File: src/rtl/lfsr_keystream_sched_pkg.sv
// rtl/lfsr_keystream_sched_pkg.sv - shared types and LFSR helpers for the keystream scheduler
// Contents: scheduler state enum, LFSR width/reset value, one-step feedback function.
package lfsr_sched_pkg;

  localparam int LFSR_W = 4;
  localparam logic [LFSR_W-1:0] LFSR_RST = 4'b0001;

  typedef enum logic [1:0] {
    ST_IDLE,
    ST_LOAD,
    ST_SHIFT,
    ST_DONE
  } state_t;

  // Fibonacci step, period 15 over the non-zero states.
  function automatic logic [LFSR_W-1:0] lfsr_next(input logic [LFSR_W-1:0] s);
    return {s[2:0], s[3] ^ s[2]};
  endfunction

endpackage

File: src/rtl/lfsr_keystream_sched_lfsr4_core.sv
// rtl/lfsr_keystream_sched_lfsr4_core.sv - 4-bit LFSR register with seed load and lock-up guard
// Ports:
//   i_clk, i_rst   clock, asynchronous active-high reset (state -> LFSR_RST)
//   i_load         load i_seed this cycle (takes priority over i_step)
//   i_seed         seed value; all-zero is replaced by LFSR_RST
//   i_step         advance one step
//   o_state        current LFSR state (registered)
module lfsr4_core
  import lfsr_sched_pkg::*;
(
  input  logic              i_clk,
  input  logic              i_rst,
  input  logic              i_load,
  input  logic [LFSR_W-1:0] i_seed,
  input  logic              i_step,
  output logic [LFSR_W-1:0] o_state
);

  always_ff @(posedge i_clk or posedge i_rst) begin
    if (i_rst) begin
      o_state <= LFSR_RST;
    end else if (i_load) begin
      // All-zero is a fixed point of the feedback, so it must never be loaded.
      o_state <= (i_seed == '0) ? LFSR_RST : i_seed;
    end else if (i_step) begin
      o_state <= lfsr_next(o_state);
    end
  end

endmodule

File: src/rtl/lfsr_keystream_sched.sv
// rtl/lfsr_keystream_sched.sv - round-robin scheduler sharing one LFSR among keystream consumers
// Ports:
//   i_clk, i_rst   clock, asynchronous active-high reset
//   i_seed_load    seed load strobe, honoured in IDLE only
//   i_seed         seed value captured with i_seed_load
//   i_req          level request per consumer, sampled in IDLE only
//   o_gnt          one-hot grant, held from grant through DONE
//   o_data         keystream word (LSB = first LFSR bit), valid with o_valid
//   o_valid        one-cycle pulse in DONE
//   o_busy         high whenever the FSM is not in IDLE
//   o_lfsr         current LFSR state
module lfsr_keystream_sched
  import lfsr_sched_pkg::*;
#(
  parameter int N_REQ  = 4,
  parameter int WORD_W = 8
) (
  input  logic              i_clk,
  input  logic              i_rst,
  input  logic              i_seed_load,
  input  logic [LFSR_W-1:0] i_seed,
  input  logic [N_REQ-1:0]  i_req,
  output logic [N_REQ-1:0]  o_gnt,
  output logic [WORD_W-1:0] o_data,
  output logic              o_valid,
  output logic              o_busy,
  output logic [LFSR_W-1:0] o_lfsr
);

  localparam int PTR_W = $clog2(N_REQ);
  localparam int CNT_W = $clog2(WORD_W + 1);
  localparam logic [CNT_W-1:0] CNT_LAST = CNT_W'(WORD_W - 1);
  localparam logic [PTR_W-1:0] PTR_LAST = PTR_W'(N_REQ - 1);

  state_t            state;
  logic [PTR_W-1:0]  ptr;
  logic [PTR_W-1:0]  win_q;
  logic [CNT_W-1:0]  cnt;
  logic [LFSR_W-1:0] seed_q;
  logic [LFSR_W-1:0] lfsr;

  // Round-robin pick: first set request at or above ptr, wrapping modulo N_REQ.
  // The extra bit on idx_sum holds ptr+i before the wrap subtraction.
  logic [PTR_W-1:0] pick_idx;
  logic             pick_found;
  logic [PTR_W:0]   idx_sum;

  always_comb begin
    pick_idx   = '0;
    pick_found = 1'b0;
    idx_sum    = '0;
    for (int i = 0; i < N_REQ; i++) begin
      idx_sum = {1'b0, ptr} + (PTR_W + 1)'(i);
      if (idx_sum >= (PTR_W + 1)'(N_REQ)) begin
        idx_sum = idx_sum - (PTR_W + 1)'(N_REQ);
      end
      if (!pick_found && i_req[idx_sum[PTR_W-1:0]]) begin
        pick_found = 1'b1;
        pick_idx   = idx_sum[PTR_W-1:0];
      end
    end
  end

  // The seed is applied during LOAD from the copy captured in IDLE, so a
  // strobe that drops after IDLE still loads the intended value.
  lfsr4_core u_lfsr (
    .i_clk   (i_clk),
    .i_rst   (i_rst),
    .i_load  (state == ST_LOAD),
    .i_seed  (seed_q),
    .i_step  (state == ST_SHIFT),
    .o_state (lfsr)
  );

  assign o_lfsr = lfsr;

  always_ff @(posedge i_clk or posedge i_rst) begin
    if (i_rst) begin
      state   <= ST_IDLE;
      ptr     <= '0;
      win_q   <= '0;
      cnt     <= '0;
      seed_q  <= '0;
      o_gnt   <= '0;
      o_data  <= '0;
      o_valid <= 1'b0;
      o_busy  <= 1'b0;
    end else begin
      case (state)
        ST_IDLE: begin
          if (i_seed_load) begin
            seed_q <= i_seed;
            state  <= ST_LOAD;
            o_busy <= 1'b1;
          end else if (pick_found) begin
            win_q  <= pick_idx;
            o_gnt  <= N_REQ'(1) << pick_idx;
            cnt    <= '0;
            o_data <= '0;
            state  <= ST_SHIFT;
            o_busy <= 1'b1;
          end
        end
        ST_LOAD: begin
          state  <= ST_IDLE;
          o_busy <= 1'b0;
        end
        ST_SHIFT: begin
          // lfsr is the pre-step value here; the core steps on this same edge.
          o_data <= o_data | (WORD_W'(lfsr[0]) << cnt);
          cnt    <= cnt + CNT_W'(1);
          if (cnt == CNT_LAST) begin
            state   <= ST_DONE;
            o_valid <= 1'b1;
          end
        end
        ST_DONE: begin
          ptr     <= (win_q == PTR_LAST) ? '0 : win_q + PTR_W'(1);
          o_gnt   <= '0;
          o_valid <= 1'b0;
          state   <= ST_IDLE;
          o_busy  <= 1'b0;
        end
        default: begin
          state <= ST_IDLE;
        end
      endcase
    end
  end

endmodule
File: config.mk
export PLATFORM = sky130hd
export DESIGN_NAME = lfsr_keystream_sched
export DESIGN_NICKNAME = d
export VERILOG_FILES = /design/src/rtl/lfsr_keystream_sched_pkg.sv /design/src/rtl/lfsr_keystream_sched_lfsr4_core.sv /design/src/rtl/lfsr_keystream_sched.sv
export SDC_FILE = /design/constraint.sdc
export NUM_CORES = 1
export LEC_CHECK = 0
export BUFFER_PORTS_ARGS = -buffer_cell sky130_fd_sc_hd__clkbuf_2
export CAP_MARGIN = 10
export CORE_ASPECT_RATIO = 1.5
export CORE_UTILIZATION = 55
export CTS_CLUSTER_DIAMETER = 50
export DETAILED_ROUTE_END_ITERATION = 8
export GPL_ROUTABILITY_DRIVEN = 0
export PLACE_DENSITY = 0.79
export REMOVE_ABC_BUFFERS = 1
export SLEW_MARGIN = 10
export SYNTH_ARGS = -nofsm -noshare
export SYNTH_HDL_FRONTEND = slang
export SYNTH_SLANG_ARGS = --single-unit
File: constraint.sdc
create_clock -name i_clk -period 1.7 [get_ports i_clk]
set_input_delay 0.085 -clock i_clk [delete_from_list [all_inputs] [get_ports i_clk]]
set_output_delay 0.085 -clock i_clk [all_outputs]
set_load 0.02 [all_outputs]
* After elaboration in Yosys (flattened, before gate mapping)
Cells that the tools add are included.
** Storage, ports and cells
- Register bits after elaboration :: 32
- Output and inout bits :: 18
** Cells by class
- Add/subtract/negate cells :: 9
- $lt $le $gt $ge :: 8
- Equality and inequality tests :: 9
- Shifts and indexed selects :: 2
- Multiplexer cells :: 42
- Bitwise logic cells :: 3
- Reductions and logical operators :: 21
** Operators by type and width (number)
- two-way mux 4 bit :: 7
- two-way mux 2 bit :: 12
- two-way mux 8 bit :: 2
- case mux 4 bit (2 select lines) :: 2
- case mux 8 bit (2 select lines) :: 1
- < comparator 2 x 3 -> 1 bit, second input constant :: 4
- two-way mux 1 bit :: 11
- nonzero test 2 bit :: 5
- greater-or-equal comparator 3 bit, second input constant :: 3
- AND reduction 3 bit :: 3
- binary-select mux 1 bit (select 2 bit) :: 4
- bitwise OR 8 bit :: 1
- AND reduction 2 bit :: 4
- left shift 1 x 4 -> 8 bit :: 1
- subtractor 2 x 1 -> 2 bit, second input constant :: 4
- adder 2 x 2 -> 3 bit, second input constant :: 2
- == test 2 bit, second input constant :: 3
- inequality test 2 bit, second input constant :: 3
- case mux 2 bit (3 select lines) :: 1
- adder 4 x 1 -> 4 bit, second input constant :: 1
- == test 4 x 3 -> 1 bit, second input constant :: 1
- zero test 4 bit :: 1
- case mux 1 bit (2 select lines) :: 2
- left shift 1 x 2 -> 4 bit, first input constant :: 1
- other kinds (11) :: 15

* Logic depth before layout (Yosys ltp)
- Depth after elaboration :: 18
- Depth in mapped cells :: 8
- Gate-level depth less buffers :: 6

* Hierarchy
A second synthesis with hierarchy kept.
** Unflattened totals
- Cell total of the unflattened synthesis :: 135
- Area, all modules :: 1534.0 um^2
** Modules (own cells, without submodules)
- lfsr_keystream_sched :: times used 1, cells each 115, area each 1333.8 um^2
- lfsr4_core :: times used 1, cells each 20, area each 200.2 um^2

* Worst setup path after synthesis
OpenSTA, ideal clock, no wires.
- Kind :: reg2reg
- Start :: reg state[0]
- End :: reg o_data[0]
- Arrival time :: 1.436 ns
- Slack :: 0.135 ns
- Stages on the path, launching flop included :: 9
- Path buffers :: 2
- Period minus slack after synthesis :: 1.565 ns
- Cells stage by stage :: dfrtp_1 inv_1 ha_1 buf_2 and2b_1 nand2_2 buf_4 o21ai_0 o21ai_0
** Between the ends
- Cells in the longest elaborated chain, start to end :: 3
- Elaborated cells on any way between the ends :: 7
- Classes of those cells :: eq/ne (3); mux (1); reduce/logical (3)
** Ends and longest elaborated chain
- from (decl) :: RTL line lfsr_keystream_sched.sv:35 : state_t state;
- from (signal assigned) :: RTL line lfsr_keystream_sched.sv:79 : state <= ST_IDLE;
- from (signal assigned) :: RTL line lfsr_keystream_sched.sv:93 : state <= ST_LOAD;
- from (signal assigned) :: RTL line lfsr_keystream_sched.sv:100 : state <= ST_SHIFT;
- == test 2 bit / zero test 2 bit (equally long branches) :: RTL line lfsr_keystream_sched.sv:89 : case (state)
- nonzero test 2 bit (no line) / inequality test 2 bit (equally long branches)
- AND reduction 3 bit (no line)
- to (signal assigned) :: RTL line lfsr_keystream_sched.sv:110 : o_data <= o_data | (WORD_W'(lfsr[0]) << cnt);
- to (decl) :: RTL line lfsr_keystream_sched.sv:24 : output logic [WORD_W-1:0] o_data,
Parallel ways exist; a longest one is shown, timed or not.
A chain may end at the register's enable or synchronous reset.

* Worst setup path after layout
- Start :: reg state[1]
- End :: reg o_gnt[0]
** Between the ends
- Cells in the longest elaborated chain, start to end :: 3
- Elaborated cells on any way between the ends :: 7
- Classes of those cells :: eq/ne (3); mux (1); reduce/logical (3)
** Ends and longest elaborated chain
- == test 2 bit / zero test 2 bit (equally long branches) :: RTL line lfsr_keystream_sched.sv:89
- nonzero test 2 bit (no line) / inequality test 2 bit (equally long branches)
- AND reduction 3 bit (no line)
- to (signal assigned) :: RTL line lfsr_keystream_sched.sv:97 : o_gnt <= N_REQ'(1) << pick_idx;
- to (decl) :: RTL line lfsr_keystream_sched.sv:23 : output logic [N_REQ-1:0] o_gnt,
Parallel ways exist; a longest one is shown, timed or not.

==> reports/results.tsv <==
stage	metric	value	unit
global_routing	antenna_found_initial	0	
job	maxCapViolations	0	
place	dp.cells	230	
synthesis	yosys.area_share.adder	5.30	%
global_routing	first_global_vias	1371	
pwr	powerDensity	1920	nW/um^2
floorplanning	row_count	24	
clock_network	cts_buffer_depth	2	
worst_setup_path	critPathRequiredTime	1.89	ns
timing	finalClockSkew	0.00701	ns
route	vias_per_cell	5.90	
route	drt_iter0_drc	40	
global_routing	gr-total-overflow	0	
cells_and_area	layout_commonest_cell	dfrtp_1	
timing	rsz0062_at_grt	true	
route	wirelength	3560	um
cells_and_area	nets	217	
timing	final.setup.tns	0	ns
cells_and_area	num-fill-cells	225	
pwr	p_leak	0.000929	uW
worst_setup_path	reg2reg_slack	0.03	ns
clock_network	cts_tree	yes	
worst_setup_path	critPathSlowestCell	dfrtp_1	
clock_network	clk_pin_slew_worst_paths	0.06	ns
place	hpwlAfterDp	2640	um
worst_hold_path	hp-class	in -> reg	
place	place_ws	-0.00288	ns
clock_network	clock-sinks	32	
synthesis	syn-mean-instance-area	10.1	sq um
synthesis	synth_xor_area_share	0.530	%
synthesis	syn_inst	163	
global_routing	grt_max_degree	19	
clock_network	numCtsBuffers	5	
synthesis	synth_compound_area_share	20.1	%
synthesis	ys_async_sr_fraction	100	%
timing	setup_viol	0	
worst_setup_path	crit_buf_inv	1	
synthesis	yosysSeqAreaShare	48.5	%
route	wl_per_cell	14.9	um
route	first_pass_iters	4	
synthesis	yosysUniqueCellTypes	43	
synthesis	synthFlopType	dfrtp_1	
timing	slew_headroom	60.5	%
floorplanning	start_util	57.4	%
cells_and_area	layout_common_cells	dfrtp_1, clkbuf_2, o21ai_0	
worst_setup_path	startpoint_type	flop	
timing	period_share	98.3	%
global_routing	grt_pass1_wl	5870	um
pwr	comb_power_share	45.4	%
timing	period_needed	1.67	ns
timing	tightest_slew	0.592	ns
outcome	status	finished clean	
cells_and_area	fin_cells	239	
timing	setup_ws	0.0285	ns
cells_and_area	diodes	0	
cells_and_area	fin_util	69.7	%
clock_network	h-tree-depth	2	
cells_and_area	syn2layout_area_growth	21.5	%
synthesis	synth-seq-cells	32	
route	ant_nets	0	
pwr	pwr-share-seq	36.1	%
worst_setup_path	worst-setup-path-type	reg -> reg	
pwr	worst_ir_drop_vdd	0.00104	V
pwr	p_sw_share	40.7	%
worst_setup_path	crit_path_end_kind	flop	
synthesis	ys.warnings.count	0	
timing	hold_viol	0	
worst_setup_path	path_delay_family	simple AND/OR/NAND/NOR gates	
synthesis	muxShareOfSynthArea	5.90	%
clock_network	post_cts_buffers	0	
global_routing	grt.total_usage	25.3	%
synthesis	synthSimpleGateAreaFrac	16.9	%
route	vias	1410	
timing	finalMaxSlewViolations	0	
floorplanning	dieWidth	46.8	um
pwr	p_total	3860	uW
timing	timing.fmax	598	MHz
floorplanning	core_area	2880	sq um
floorplanning	io_pins	29	
clock_network	clk_latency	0.29	ns
floorplanning	die_h	69.2	um
worst_setup_path	critPathMaxStageDelay	0.43	ns
cells_and_area	drive_gt1_share	30.0	%
pwr	p_clk_share	18.4	%
worst_setup_path	crit_fanout	17	
floorplanning	die_area	3240	sq um
pwr	power_switching	1570	uW
clock_network	root_buffer	clkbuf_8	
place	port_buffers	28	
worst_setup_path	crit_arrival	1.86	ns
synthesis	synth_top_family_by_area	compound AO/OA/AOI/OAI gates	
worst_setup_path	crit_chain	inv_1 -> ha_2 -> and2b_1 -> nand2_2 -> nand3b_1 -> o31ai_2	
pwr	power.internal	2290	uW
synthesis	synth_edf_count	0	
synthesis	synth_area	1650	sq um
route	drc	0	
synthesized netlist by cell type, types with 2 or more instances:
master	count	area [sq um]
nand2_1	13	48.8
clkbuf_1	4	15.0
nand3_1	5	25.0
mux2_2	6	67.6
o31ai_1	3	22.5
o32ai_1	2	17.5
nor2_1	9	33.8
o21ai_0	21	105
inv_1	5	18.8
a21oi_1	12	60.1
nor2b_1	6	37.5
a21o_1	2	15.0
nand3b_1	4	30.0
nand2b_1	2	12.5
o211ai_1	3	22.5
ha_1	7	87.6
mux2i_1	3	30.0
dfrtp_1	31	776
path summary, 6_finish.rpt:
path | cells past startpoint | end | start
max | 6 | o_gnt[0] | state[1]
max reg2reg | 6 | o_gnt[0] | state[1]
min in group asynchronous | 3 | o_data[7] | i_rst
max in group asynchronous | 4 | u_lfsr.o_state[0] | i_rst
min | 2 | seed_q[2] | i_seed[2]
min reg2reg | 2 | win_q[1] | win_q[1]
cell families (layout without fill, tap and decap cells):
logic type      count (synthesis)  after routing
compound gates                 53             53
xor+xnor                        1              1
fa+ha+maj                       7              7
buf+inv                        11             48
flops                          32             32
mux                             9              9
simple gates                   50             50
stage by stage:
stage,hold slack [ns],instance area [sq um]
after floorplan,0.200,1630
after global placement,0.145,1870
after detailed placement,0.159,1870
after CTS,0.0302,1990
after global routing,0.0289,2010
final,0.0311,2010
area by class of cell:
cell class	instances	area (sq um)	area share (%)
sequential	32	802	39.9
timing repair buffer	35	208	10.3
multi-input combinational	120	825	41.0
inverter	5	18.8	0.934
tap	39	48.8	2.43
clock buffer	6	72.6	3.61
clock inverter	2	35.0	1.74
layer usage:
metal	global-route usage (%)	part of all wire (%)	vias up	routed length [um]
li1	-	-	664	-
met1	27.6	40	684	1420
met2	41.4	53	47	1880
met3	7.33	4.4	15	158
met4	13.7	2.9	0	103
met5	0	0	-	0
flip-flops by register name (all words and copies together), names as in the netlist:
register,flops
u_lfsr.o_state,4
state,2
cnt,4
win_q,2
seed_q,4
o_busy,1
o_data,8
o_valid,1
ptr,2
o_gnt,4
power groups by stage:
stage | combinational, uW | sequential, uW | clock (uW)
2_1_floorplan | 1020 | 1530 | 0
3_3_place_gp | 1640 | 1380 | 0
6_report | 1750 | 1400 | 711
3_5_place_dp | 1710 | 1400 | 0
5_1_grt | 1930 | 1450 | 764
4_1_cts | 1720 | 1390 | 722
what timing repair did:
| item | CTS | global route |
|---|---|---|
| setup endpoints to repair | 2 | 13 |
| hold buffers | 1 | 0 |
| gates resized for setup | 1 | 5 |
| endpoints found under the hold margin | 14 | 0 |
(Power assumes the default switching activity.)
